**config.mk**
```make
export PLATFORM = sky130hd
export DESIGN_NAME = usbh_report_arbiter_flat
export DESIGN_NICKNAME = d
export VERILOG_FILES = /design/src/rtl/usbh_gamepad_pkg.sv /design/src/rtl/usbh_report_arbiter_if.sv /design/src/rtl/usbh_report_slot.sv /design/src/rtl/usbh_report_arbiter.sv /design/src/flat_wrapper.sv
export SDC_FILE = /design/constraint.sdc
export NUM_CORES = 1
export LEC_CHECK = 0
export ABC_CLOCK_PERIOD_IN_PS = 2200
export BUFFER_PORTS_ARGS = -buffer_cell sky130_fd_sc_hd__buf_2
export CORE_MARGIN = 2
export CORE_UTILIZATION = 34
export DETAILED_ROUTE_END_ITERATION = 6
export PLACE_DENSITY = 0.61
export SLEW_MARGIN = 5
export SYNTH_ARGS = -nofsm -noshare
export SYNTH_HDL_FRONTEND = slang
export SYNTH_SLANG_ARGS = --single-unit
```
**constraint.sdc**
```tcl
create_clock -name i_clk -period 2.2 [get_ports i_clk]
set_clock_uncertainty 0.2 [all_clocks]
set_input_delay 0 -clock i_clk [delete_from_list [all_inputs] [get_ports i_clk]]
set_output_delay 0 -clock i_clk [all_outputs]
set_load 0.01 [all_outputs]
```
**src/rtl/usbh_gamepad_pkg.sv**
```systemverilog
`default_nettype none
// ============================================================================
//  Package  : usbh_gamepad_pkg
//  Brief    : Shared widths, defaults and arbiter state encoding for the
//             USB host gamepad report path.
//  Revision : 1.0 - initial release
// ============================================================================
package usbh_gamepad_pkg;

    localparam int BTN_W                  = 12;
    localparam int REPORT_W               = 64;
    localparam int TIMEOUT_CYCLES_DEFAULT = 2400000;

    localparam logic [1:0] ST_IDLE  = 2'd0;
    localparam logic [1:0] ST_ISSUE = 2'd1;
    localparam logic [1:0] ST_WAIT  = 2'd2;

    typedef enum logic [1:0] {
        IDLE  = ST_IDLE,
        ISSUE = ST_ISSUE,
        WAIT  = ST_WAIT
    } arb_state_e;

endpackage
`default_nettype wire

```
**src/rtl/usbh_report_arbiter_if.sv**
```systemverilog
`default_nettype none
// ============================================================================
//  Interface : usbh_report_arbiter_if
//  Brief     : Link between the report arbiter and the shared HID decoder.
//              The arbiter is the master (drives report + strobe), the
//              decoder is the slave (returns the button word).
//  Revision  : 1.0 - initial release
// ============================================================================
interface usbh_report_arbiter_if;
    import usbh_gamepad_pkg::*;

    logic [REPORT_W-1:0] dec_report;
    logic                dec_valid;
    logic [BTN_W-1:0]    dec_btn;

    modport master (output dec_report, output dec_valid, input dec_btn);
    modport slave  (input dec_report, input dec_valid, output dec_btn);

endinterface
`default_nettype wire

```
**src/rtl/usbh_report_slot.sv**
```systemverilog
`default_nettype none
// ============================================================================
//  Module   : usbh_report_slot
//  Brief    : Per-port state: one-deep report buffer, pending flag, overrun
//             pulse, liveness timeout and the pad's button output register.
//  Revision : 1.0 - initial release
// ============================================================================
module usbh_report_slot
    import usbh_gamepad_pkg::*;
#(
    parameter int TIMEOUT_CYCLES = TIMEOUT_CYCLES_DEFAULT
) (
    input  logic                i_clk,
    input  logic                i_rst_n,
    input  logic [REPORT_W-1:0] i_report,
    input  logic                i_report_valid,
    input  logic                i_issue,
    input  logic                i_capture,
    input  logic [BTN_W-1:0]    i_dec_btn,
    output logic [REPORT_W-1:0] o_buf_next,
    output logic                o_pending,
    output logic                o_overrun,
    output logic                o_present,
    output logic                o_update,
    output logic [BTN_W-1:0]    o_btn
);

    localparam int              CNT_W  = $clog2(TIMEOUT_CYCLES + 1);
    localparam logic [CNT_W-1:0] c_TMAX = CNT_W'(TIMEOUT_CYCLES);
    localparam logic [CNT_W-1:0] c_TPRE = CNT_W'(TIMEOUT_CYCLES - 1);

    logic [REPORT_W-1:0] buf_q, buf_d;
    logic                pending_q, pending_d;
    logic                overrun_q, overrun_d;
    logic [CNT_W-1:0]    cnt_q, cnt_d;
    logic                present_q, present_d;
    logic [BTN_W-1:0]    btn_q, btn_d;
    logic                update_q, update_d;
    logic                w_timeout_hit;

    // Next-state for buffer, pending/overrun, liveness counter and button word
    always_comb begin
        buf_d     = i_report_valid ? i_report : buf_q;
        pending_d = pending_q;
        if (i_report_valid) begin
            pending_d = 1'b1;
        end else if (i_issue) begin
            pending_d = 1'b0;
        end
        // During ISSUE the old report has already been handed out, so a
        // same-cycle strobe replaces nothing that was still waiting.
        overrun_d = i_report_valid & pending_q & ~i_issue;

        w_timeout_hit = ~i_report_valid && (cnt_q == c_TPRE);
        cnt_d = cnt_q;
        if (i_report_valid) begin
            cnt_d = '0;
        end else if (cnt_q != c_TMAX) begin
            cnt_d = cnt_q + 1'b1;
        end

        btn_d     = btn_q;
        present_d = present_q;
        if (i_capture) begin
            btn_d     = i_dec_btn;
            present_d = 1'b1;
        end else if (w_timeout_hit) begin
            btn_d     = '0;
            present_d = 1'b0;
        end
        update_d = i_capture;
    end

    // Slot state registers
    always_ff @(posedge i_clk or negedge i_rst_n) begin
        if (!i_rst_n) begin
            buf_q     <= '0;
            pending_q <= 1'b0;
            overrun_q <= 1'b0;
            cnt_q     <= '0;
            present_q <= 1'b0;
            btn_q     <= '0;
            update_q  <= 1'b0;
        end else begin
            buf_q     <= buf_d;
            pending_q <= pending_d;
            overrun_q <= overrun_d;
            cnt_q     <= cnt_d;
            present_q <= present_d;
            btn_q     <= btn_d;
            update_q  <= update_d;
        end
    end

    // Arbiter loads the decoder from the next-state buffer so a strobe in the
    // grant cycle is what actually gets issued (newest report wins).
    assign o_buf_next = buf_d;
    assign o_pending  = pending_q;
    assign o_overrun  = overrun_q;
    assign o_present  = present_q;
    assign o_update   = update_q;
    assign o_btn      = btn_q;

endmodule
`default_nettype wire

```
**src/rtl/usbh_report_arbiter.sv**
```systemverilog
`default_nettype none
// ============================================================================
//  Module   : usbh_report_arbiter
//  Brief    : Round-robin sharing of one gamepad HID decoder between two USB
//             host ports, with per-pad button registers and liveness.
//  Revision : 1.0 - initial release
// ============================================================================
module usbh_report_arbiter
    import usbh_gamepad_pkg::*;
#(
    parameter int DEC_LATENCY    = 1,
    parameter int TIMEOUT_CYCLES = TIMEOUT_CYCLES_DEFAULT
) (
    input  logic                  i_clk,
    input  logic                  i_rst_n,
    input  logic [REPORT_W-1:0]   i_report0,
    input  logic                  i_report0_valid,
    input  logic [REPORT_W-1:0]   i_report1,
    input  logic                  i_report1_valid,
    usbh_report_arbiter_if.master dec,
    output logic [BTN_W-1:0]      o_btn0,
    output logic [BTN_W-1:0]      o_btn1,
    output logic [1:0]            o_present,
    output logic [1:0]            o_update,
    output logic [1:0]            o_overrun
);

    localparam logic [2:0] c_LAT = 3'(DEC_LATENCY);

    arb_state_e          state_q, state_d;
    logic                grant_q, grant_d;
    logic                rr_last_q, rr_last_d;
    logic [2:0]          wait_q, wait_d;
    logic                dec_valid_q, dec_valid_d;
    logic [REPORT_W-1:0] dec_report_q, dec_report_d;

    logic [REPORT_W-1:0] w_report   [2];
    logic [REPORT_W-1:0] w_buf_next [2];
    logic [BTN_W-1:0]    w_btn      [2];
    logic [1:0]          w_report_valid;
    logic [1:0]          w_pending;
    logic [1:0]          w_issue;
    logic [1:0]          w_capture;

    assign w_report[0]    = i_report0;
    assign w_report[1]    = i_report1;
    assign w_report_valid = {i_report1_valid, i_report0_valid};

    for (genvar n = 0; n < 2; n++) begin : g_slot
        usbh_report_slot #(
            .TIMEOUT_CYCLES (TIMEOUT_CYCLES)
        ) u_slot (
            .i_clk          (i_clk),
            .i_rst_n        (i_rst_n),
            .i_report       (w_report[n]),
            .i_report_valid (w_report_valid[n]),
            .i_issue        (w_issue[n]),
            .i_capture      (w_capture[n]),
            .i_dec_btn      (dec.dec_btn),
            .o_buf_next     (w_buf_next[n]),
            .o_pending      (w_pending[n]),
            .o_overrun      (o_overrun[n]),
            .o_present      (o_present[n]),
            .o_update       (o_update[n]),
            .o_btn          (w_btn[n])
        );
    end

    // Arbitration FSM: grant, issue one report, wait out decoder latency
    always_comb begin
        state_d      = state_q;
        grant_d      = grant_q;
        rr_last_d    = rr_last_q;
        wait_d       = wait_q;
        dec_valid_d  = 1'b0;
        dec_report_d = dec_report_q;
        w_issue      = '0;
        w_capture    = '0;
        case (state_q)
            IDLE: begin
                if (|w_pending) begin
                    grant_d      = (w_pending == 2'b11) ? ~rr_last_q : w_pending[1];
                    rr_last_d    = grant_d;
                    dec_valid_d  = 1'b1;
                    dec_report_d = grant_d ? w_buf_next[1] : w_buf_next[0];
                    state_d      = ISSUE;
                end
            end
            ISSUE: begin
                w_issue[grant_q] = 1'b1;
                wait_d           = c_LAT;
                state_d          = WAIT;
            end
            WAIT: begin
                if (wait_q == 3'd1) begin
                    w_capture[grant_q] = 1'b1;
                    state_d            = IDLE;
                end else begin
                    wait_d = wait_q - 3'd1;
                end
            end
            default: state_d = IDLE;
        endcase
    end

    // FSM and decoder-facing registers; rr_last resets to 1 so port 0 wins first
    always_ff @(posedge i_clk or negedge i_rst_n) begin
        if (!i_rst_n) begin
            state_q      <= IDLE;
            grant_q      <= 1'b0;
            rr_last_q    <= 1'b1;
            wait_q       <= '0;
            dec_valid_q  <= 1'b0;
            dec_report_q <= '0;
        end else begin
            state_q      <= state_d;
            grant_q      <= grant_d;
            rr_last_q    <= rr_last_d;
            wait_q       <= wait_d;
            dec_valid_q  <= dec_valid_d;
            dec_report_q <= dec_report_d;
        end
    end

    assign dec.dec_valid  = dec_valid_q;
    assign dec.dec_report = dec_report_q;
    assign o_btn0         = w_btn[0];
    assign o_btn1         = w_btn[1];

endmodule
`default_nettype wire

```
**src/flat_wrapper.sv**
```systemverilog
// flat-port wrapper written by rule: the top's interface ports become plain ports
module usbh_report_arbiter_flat import usbh_gamepad_pkg::*;
#(
    parameter int DEC_LATENCY    = 1,
    parameter int TIMEOUT_CYCLES = TIMEOUT_CYCLES_DEFAULT
)
  (i_clk, i_rst_n, i_report0, i_report0_valid, i_report1, i_report1_valid, o_btn0, o_btn1, o_present, o_update, o_overrun, dec_dec_report, dec_dec_valid, dec_dec_btn);
  usbh_report_arbiter_if dec_i ();
  input  logic i_clk;
  input  logic i_rst_n;
  input  logic [REPORT_W-1:0] i_report0;
  input  logic i_report0_valid;
  input  logic [REPORT_W-1:0] i_report1;
  input  logic i_report1_valid;
  output logic [BTN_W-1:0] o_btn0;
  output logic [BTN_W-1:0] o_btn1;
  output logic [1:0] o_present;
  output logic [1:0] o_update;
  output logic [1:0] o_overrun;
  output wire logic [$bits(dec_i.dec_report)-1:0] dec_dec_report;
  output wire logic [$bits(dec_i.dec_valid)-1:0] dec_dec_valid;
  input wire logic [$bits(dec_i.dec_btn)-1:0] dec_dec_btn;
  assign dec_dec_report = dec_i.dec_report;
  assign dec_dec_valid = dec_i.dec_valid;
  assign dec_i.dec_btn = dec_dec_btn;
  usbh_report_arbiter #(.DEC_LATENCY(DEC_LATENCY), .TIMEOUT_CYCLES(TIMEOUT_CYCLES)) u_core (.i_clk(i_clk), .i_rst_n(i_rst_n), .i_report0(i_report0), .i_report0_valid(i_report0_valid), .i_report1(i_report1), .i_report1_valid(i_report1_valid), .dec(dec_i), .o_btn0(o_btn0), .o_btn1(o_btn1), .o_present(o_present), .o_update(o_update), .o_overrun(o_overrun));
endmodule
```
## Word-level counts from Yosys, hierarchy flattened

Index checks and enable logic that the tools add are counted.

| word-level totals | value |
|---|---|
| bits in registers | 276 |
| bits in latches | 0 |
| RAM bits | 0 |
| memory bits (read-only) | 0 |
| input bits | 144 |
| output and inout port bits | 95 |
| logic and storage cells | 92 |
| memories | 0 |

| cells by class | value |
|---|---|
| add/subtract/negate cells | 3 |
| $mul | 0 |
| div/mod/pow operators | 0 |
| $lt $le $gt $ge | 2 |
| equal/unequal tests | 11 |
| shift operators | 0 |
| mux-type cells | 32 |
| bitwise gates (word level) | 9 |
| reductions and logical operators | 15 |

Operator list:

| cell | count |
|---|---|
| two-way mux 64 bit | 3 |
| two-way mux 22 bit | 4 |
| two-way mux 12 bit | 4 |
| adder 22 x 1 -> 22 bit, second input constant | 2 |
| == test 22 bit, second input constant | 2 |
| != test 22 bit, second input constant | 2 |
| nonzero test 2 bit | 7 |
| two-way mux 1 bit | 12 |
| two-way mux 2 bit | 5 |
| one-hot mux 2 bit (3 select lines) | 1 |
| one-hot mux 3 bit (2 select lines) | 1 |
| AND reduction 2 bit | 3 |
| inverter 1 bit | 5 |
| bitwise AND 1 bit | 4 |
| == test 2 bit, second input constant | 2 |
| != test 2 x 1 -> 1 bit, second input constant | 2 |
| == test 3 x 1 -> 1 bit, second input constant | 1 |
| logical AND 1 bit | 3 |
| two-way mux 3 bit | 1 |
| subtractor 3 x 1 -> 3 bit, second input constant | 1 |
| == test 2 x 1 -> 1 bit, second input constant | 1 |
| logical NOT 2 bit | 1 |
| less-than comparator 1 x 2 -> 1 bit, second input constant | 1 |
| != test 2 bit, second input constant | 1 |
| 3 further kinds | 3 |

## Depth between registers and ports, before layout

| depth | value |
|---|---|
| depth in word-level cells | 7 |
| mapped depth | 8 |
| gate-level depth less buffers | 7 |

## Hierarchy

From an unflattened synthesis, not the netlist that was laid out.

| second synthesis, totals | value |
|---|---|
| cell total of the unflattened synthesis | 885 |
| area, all modules | 12424.4 um^2 |

Modules (own cells, without submodules):

| module | times used | cells each | area an instance (um^2) | sequential area each (um^2) |
|---|---|---|---|---|
| usbh_report_slot (u_core.g_slot[0].u_slot) | 1 | 318 | 4231.6 | 2552.4 |
| usbh_report_slot (u_core.g_slot[1].u_slot) | 1 | 315 | 4195.3 | 2552.4 |
| usbh_report_arbiter | 1 | 252 | 3997.6 | 1803.0 |

## Least setup slack after synthesis

No wires, ideal clock.

| timing path | value |
|---|---|
| path kind | register to register |
| start | register u_core.g_slot[1].u_slot.cnt_q[0] |
| end | register u_core.g_slot[1].u_slot.cnt_q[16] |
| library setup time | 0.078 ns |
| arrival time | 1.788 ns |
| required time | 1.922 ns |
| slack | 0.134 ns |
| cell stages (with the launch flop) | 7 |
| path buffers | 1 |
| clock period less this slack | 2.066 ns |
| cells stage by stage | dfrtp_1 -> ha_1 -> nand3_1 -> or4_1 -> buf_2 -> or3_1 -> a21oi_1 |

| on the way | value |
|---|---|
| cells in the longest elaborated chain, start to end | 3 |
| elaborated cells between the ends (all ways) | 5 |
| classes of those cells | add/sub: 1; eq/ne: 1; mux: 2; reduce/logical: 1 |

RTL lines:

| what | RTL line | source |
|---|---|---|
| from (decl) | usbh_report_slot.sv:35 | `logic [CNT_W-1:0] cnt_q, cnt_d;` |
| from (signal assigned) | usbh_report_slot.sv:88 | `cnt_q <= cnt_d;` |
| adder 22 x 1 -> 22 bit | usbh_report_slot.sv:59 | `cnt_d = cnt_q + 1'b1;` |
| two-way mux 22 bit | usbh_report_slot.sv:58 | `end else if (cnt_q != c_TMAX) begin` |
| two-way mux 22 bit | usbh_report_slot.sv:56 | `if (i_report_valid) begin` |

Parallel ways exist; a longest one is shown, timed or not. The select of a mux whose other input is x is not followed.
A chain may end at the register's enable or synchronous reset.

## Worst setup path after layout

| timing path | value |
|---|---|
| start | register u_core.g_slot[1].u_slot.cnt_q[0] |
| end | register u_core.g_slot[1].u_slot.cnt_q[20] |

The elaborated chain is that of the path after synthesis.

==> results.yml <==
logic_synthesis:
  syn_inst: 961
  synth_top_area_share_pct: 59.31
  synth_warnings: 0
  syn_area_um2: 11600
  async_reset_ff_share_pct: 100.0
  syn_nets: 1111
  synth_ff_type: "dfrtp_1"
  synth_area_leaders: "dfrtp_1, mux2_2, mux2i_1, o21ai_0, nand2_1"
  ys_seq_area_share_pct: 59.54
  ys_ff_latch: 276
  yosysUniqueCellTypes: 42
  avgSynthCellArea_um2: 12.07
  synth_top_area_cell: "dfrtp_1"
  synth_edf_count: 0
die:
  die_w_um: 188.7
  start_util_pct: 34.60
  io_pins: 239
  std_cell_rows: 67
  dieArea_um2: 35620
  core_um2: 33530
  die_h_um: 188.7
clock_tree:
  clkSlewWorstSetupHoldPaths_ns: 0.06
  h-tree-depth: 1
  clock_latency_ns: 0.54
  clkSinkCount: 276
  clock_path_buffers: 3
  cts_tree: "done"
  cts_inserted_buffers: 31
  postCtsSetupBuffers: 0
  root_buffer: "clkbuf_16"
global_route:
  grt_start_max_net_pins: 89
  grt_antenna_before_repair: 2
  grt_pass1_vias: 10220
  grt.overflow.total: 0
  track_usage_pct: 17.63
  grt_pass1_wl_um: 51960
timing:
  fin_hold_ws_ns: 0.02772
  min_period_ns: 2.068
  slew_violations: 0
  max_slew.worst_pin.slew_ns: 0.7223
  slew_headroom_pct: 51.85
  setup_viol: 0
  rsz0062_at_grt: "no"
  finalCritPeriodShare_pct: 94.01
  finalHoldViolCount: 0
  max_freq_mhz: 483.5
setup_path:
  cp_data_arrival_time_ns: 2.34
  critical_path_required_ns: 2.47
  critPathCaptureType: "flip-flop"
  criticalPathCategory: "flip-flop to flip-flop"
  worstSetupStartpointType: "flip-flop"
  cp_max_fo: 8
detailed_routing:
  vias: 9311
  detail_route.wl_per_cell_um: 16.14
  wirelength_um: 31260
  drt_iter0_drc: 309
  drc: 0
  first_pass_iters: 5
  drt-vias-per-instance: 4.807
  antenna_left: 0
placement:
  dp.cells: 1624
  port_buffers: 238
  place_congestion: 0.8235
  place_area_um2: 13530
  hpwl_um: 18400
cells_and_area:
  design_area_um2: 17150
  area_delta_synth_final_pct: 47.85
  seqCellArea_um2: 6910
  drive_gt1_share_pct: 31.32
  nets: 1618
  multiInputGateArea_um2: 4425
  stdcell_count: 1937
  nFillCells: 2923
pwr:
  power_density_nw_per_um2: 1019
  max-vdd-ir-drop_uv: 909.1
  cellLeakagePower_uw: 0.007825
flow_run:
  max_cap_violations: 0
run_status:
  status: "completed"
hold_path:
  hold_path_class: "primary input to flip-flop"
[repair_timing]
item                       CTS  global route
hold buffers               259             0
resized for setup            2             6
gates cloned                 0             0
hold endpoints to repair   525             0
setup endpoints to repair   14            10
[Yosys cell counts, types with 2 or more instances]
cell type / instances
or3_1: 11
inv_1: 19
buf_1: 4
dfrtp_1: 275
a22o_1: 12
nor2b_1: 6
ha_1: 6
nand3_1: 24
a31oi_1: 2
xor2_1: 13
mux2_2: 133
buf_4: 6
nor4_1: 5
clkbuf_1: 41
nor3_1: 6
and4_1: 11
buf_2: 7
o31ai_1: 2
and3_1: 6
nand2_1: 107
xnor2_1: 8
nor4b_1: 4
nand4_1: 13
nor4bb_1: 3
a21oi_1: 23
or4_1: 3
mux2i_1: 64
nor2_1: 33
o21ai_0: 101
[area by class of cell]
cell class,count,share of cell area [%]
Timing Repair Buffer,532,24.41
Tap cell,448,3.268
Clock inverter,7,0.4960
Antenna cell,1,0.01459
Inverter,19,0.4158
Multi-Input combinational cell,608,25.80
Clock buffer,46,5.317
Sequential cell,276,40.28
[flip-flops by register name, summed over array words and instances, names as in the netlist]
| register | flops |
|---|---|
| u_core.g_slot.u_slot.cnt_q | 44 |
| u_core.dec.dec_valid | 1 |
| u_core.rr_last_q | 1 |
| u_core.dec.dec_report | 64 |
| u_core.g_slot.u_slot.buf_q | 128 |
| u_core.g_slot.u_slot.o_overrun | 2 |
| u_core.g_slot.u_slot.o_pending | 2 |
| u_core.g_slot.u_slot.o_update | 2 |
| u_core.g_slot.u_slot.o_btn | 24 |
| u_core.wait_q | 3 |
| u_core.state_q | 2 |
| u_core.g_slot.u_slot.o_present | 2 |
| u_core.grant_q | 1 |
[kinds of logic after synthesis]
group,share of synthesized area (%)
AO/OA/AOI/OAI,7.031
XOR/XNOR,1.585
adder cells (fa/ha/maj),0.6470
buffers and inverters,2.761
flip-flops,59.54
multiplexers,18.43
AND/OR/NAND/NOR,10.01
[layout by cell type, fill, tap and decap left out, types with 10 or more instances in the layout]
cell type	Yosys	final
or3_1	11	11
o21ai_0	101	100
inv_1	19	19
buf_12	0	10
buf_4	6	27
a22o_1	12	12
dlygate4sd3_1	0	259
nand4_1	13	13
clkbuf_16	0	31
dfrtp_1	275	273
xor2_1	13	13
mux2_2	133	133
nand3_1	24	23
mux2i_1	64	64
nor2_1	33	33
a21oi_1	23	23
nand2_1	107	107
and4_1	11	10
buf_2	7	235
[per-stage QoR]
step           TNS, ns  setup slack (ns)  utilization (%)  total power (uW)
6_report             0            0.1317            51.16             17470
5_1_grt              0           0.01668            51.16             18520
4_1_cts              0           0.08663            51.09             17570
3_5_place_dp    -1.388           -0.1308            40.35             11950
3_3_place_gp    -1.081          -0.09150            40.35             11820
2_1_floorplan        0            0.1336                -              9824
[power by group]
group | internal, uW | total, uW | switching (uW)
sequential | 6240 | 6840 | 592
clock | 3060 | 5050 | 1990
combinational | 2550 | 5590 | 3040
[routing by layer]
metal  GRT usage (%)  vias up  share of wire (%)
met5               0        -              0.051
met4           3.816        2                1.8
met3           4.526       52                6.4
met2           30.97      253                 48
met1           21.83     4625                 43
li1                -     4379                  -
[path summary, 6_finish.rpt]
check / startpoint / end / slack (ns) / depth (start not counted)
max: u_core.g_slot[1].u_slot.cnt_q[0] / u_core.g_slot[1].u_slot.cnt_q[20] / 0.13 / 5
min: dec_dec_btn[4] / u_core.g_slot[0].u_slot.o_btn[4] / 0.03 / 4
max reg2reg: u_core.g_slot[1].u_slot.cnt_q[0] / u_core.g_slot[1].u_slot.cnt_q[20] / 0.13 / 5
min reg2reg: u_core.dec.dec_report[44] / u_core.dec.dec_report[44] / 0.28 / 2
max in group asynchronous: i_rst_n / u_core.g_slot[0].u_slot.buf_q[47] / 0.65 / 4
min in group asynchronous: i_rst_n / u_core.g_slot[0].u_slot.o_btn[6] / 0.39 / 3
[worst max-delay path: stages (launching register included)]
cell and delay [ns]:
dfrtp_1 0.35, ha_1 0.25, nand3_2 0.13, or4_4 0.55, or3_1 0.36, a21oi_1 0.15
Note: power is estimated with default switching activity, not from simulation.
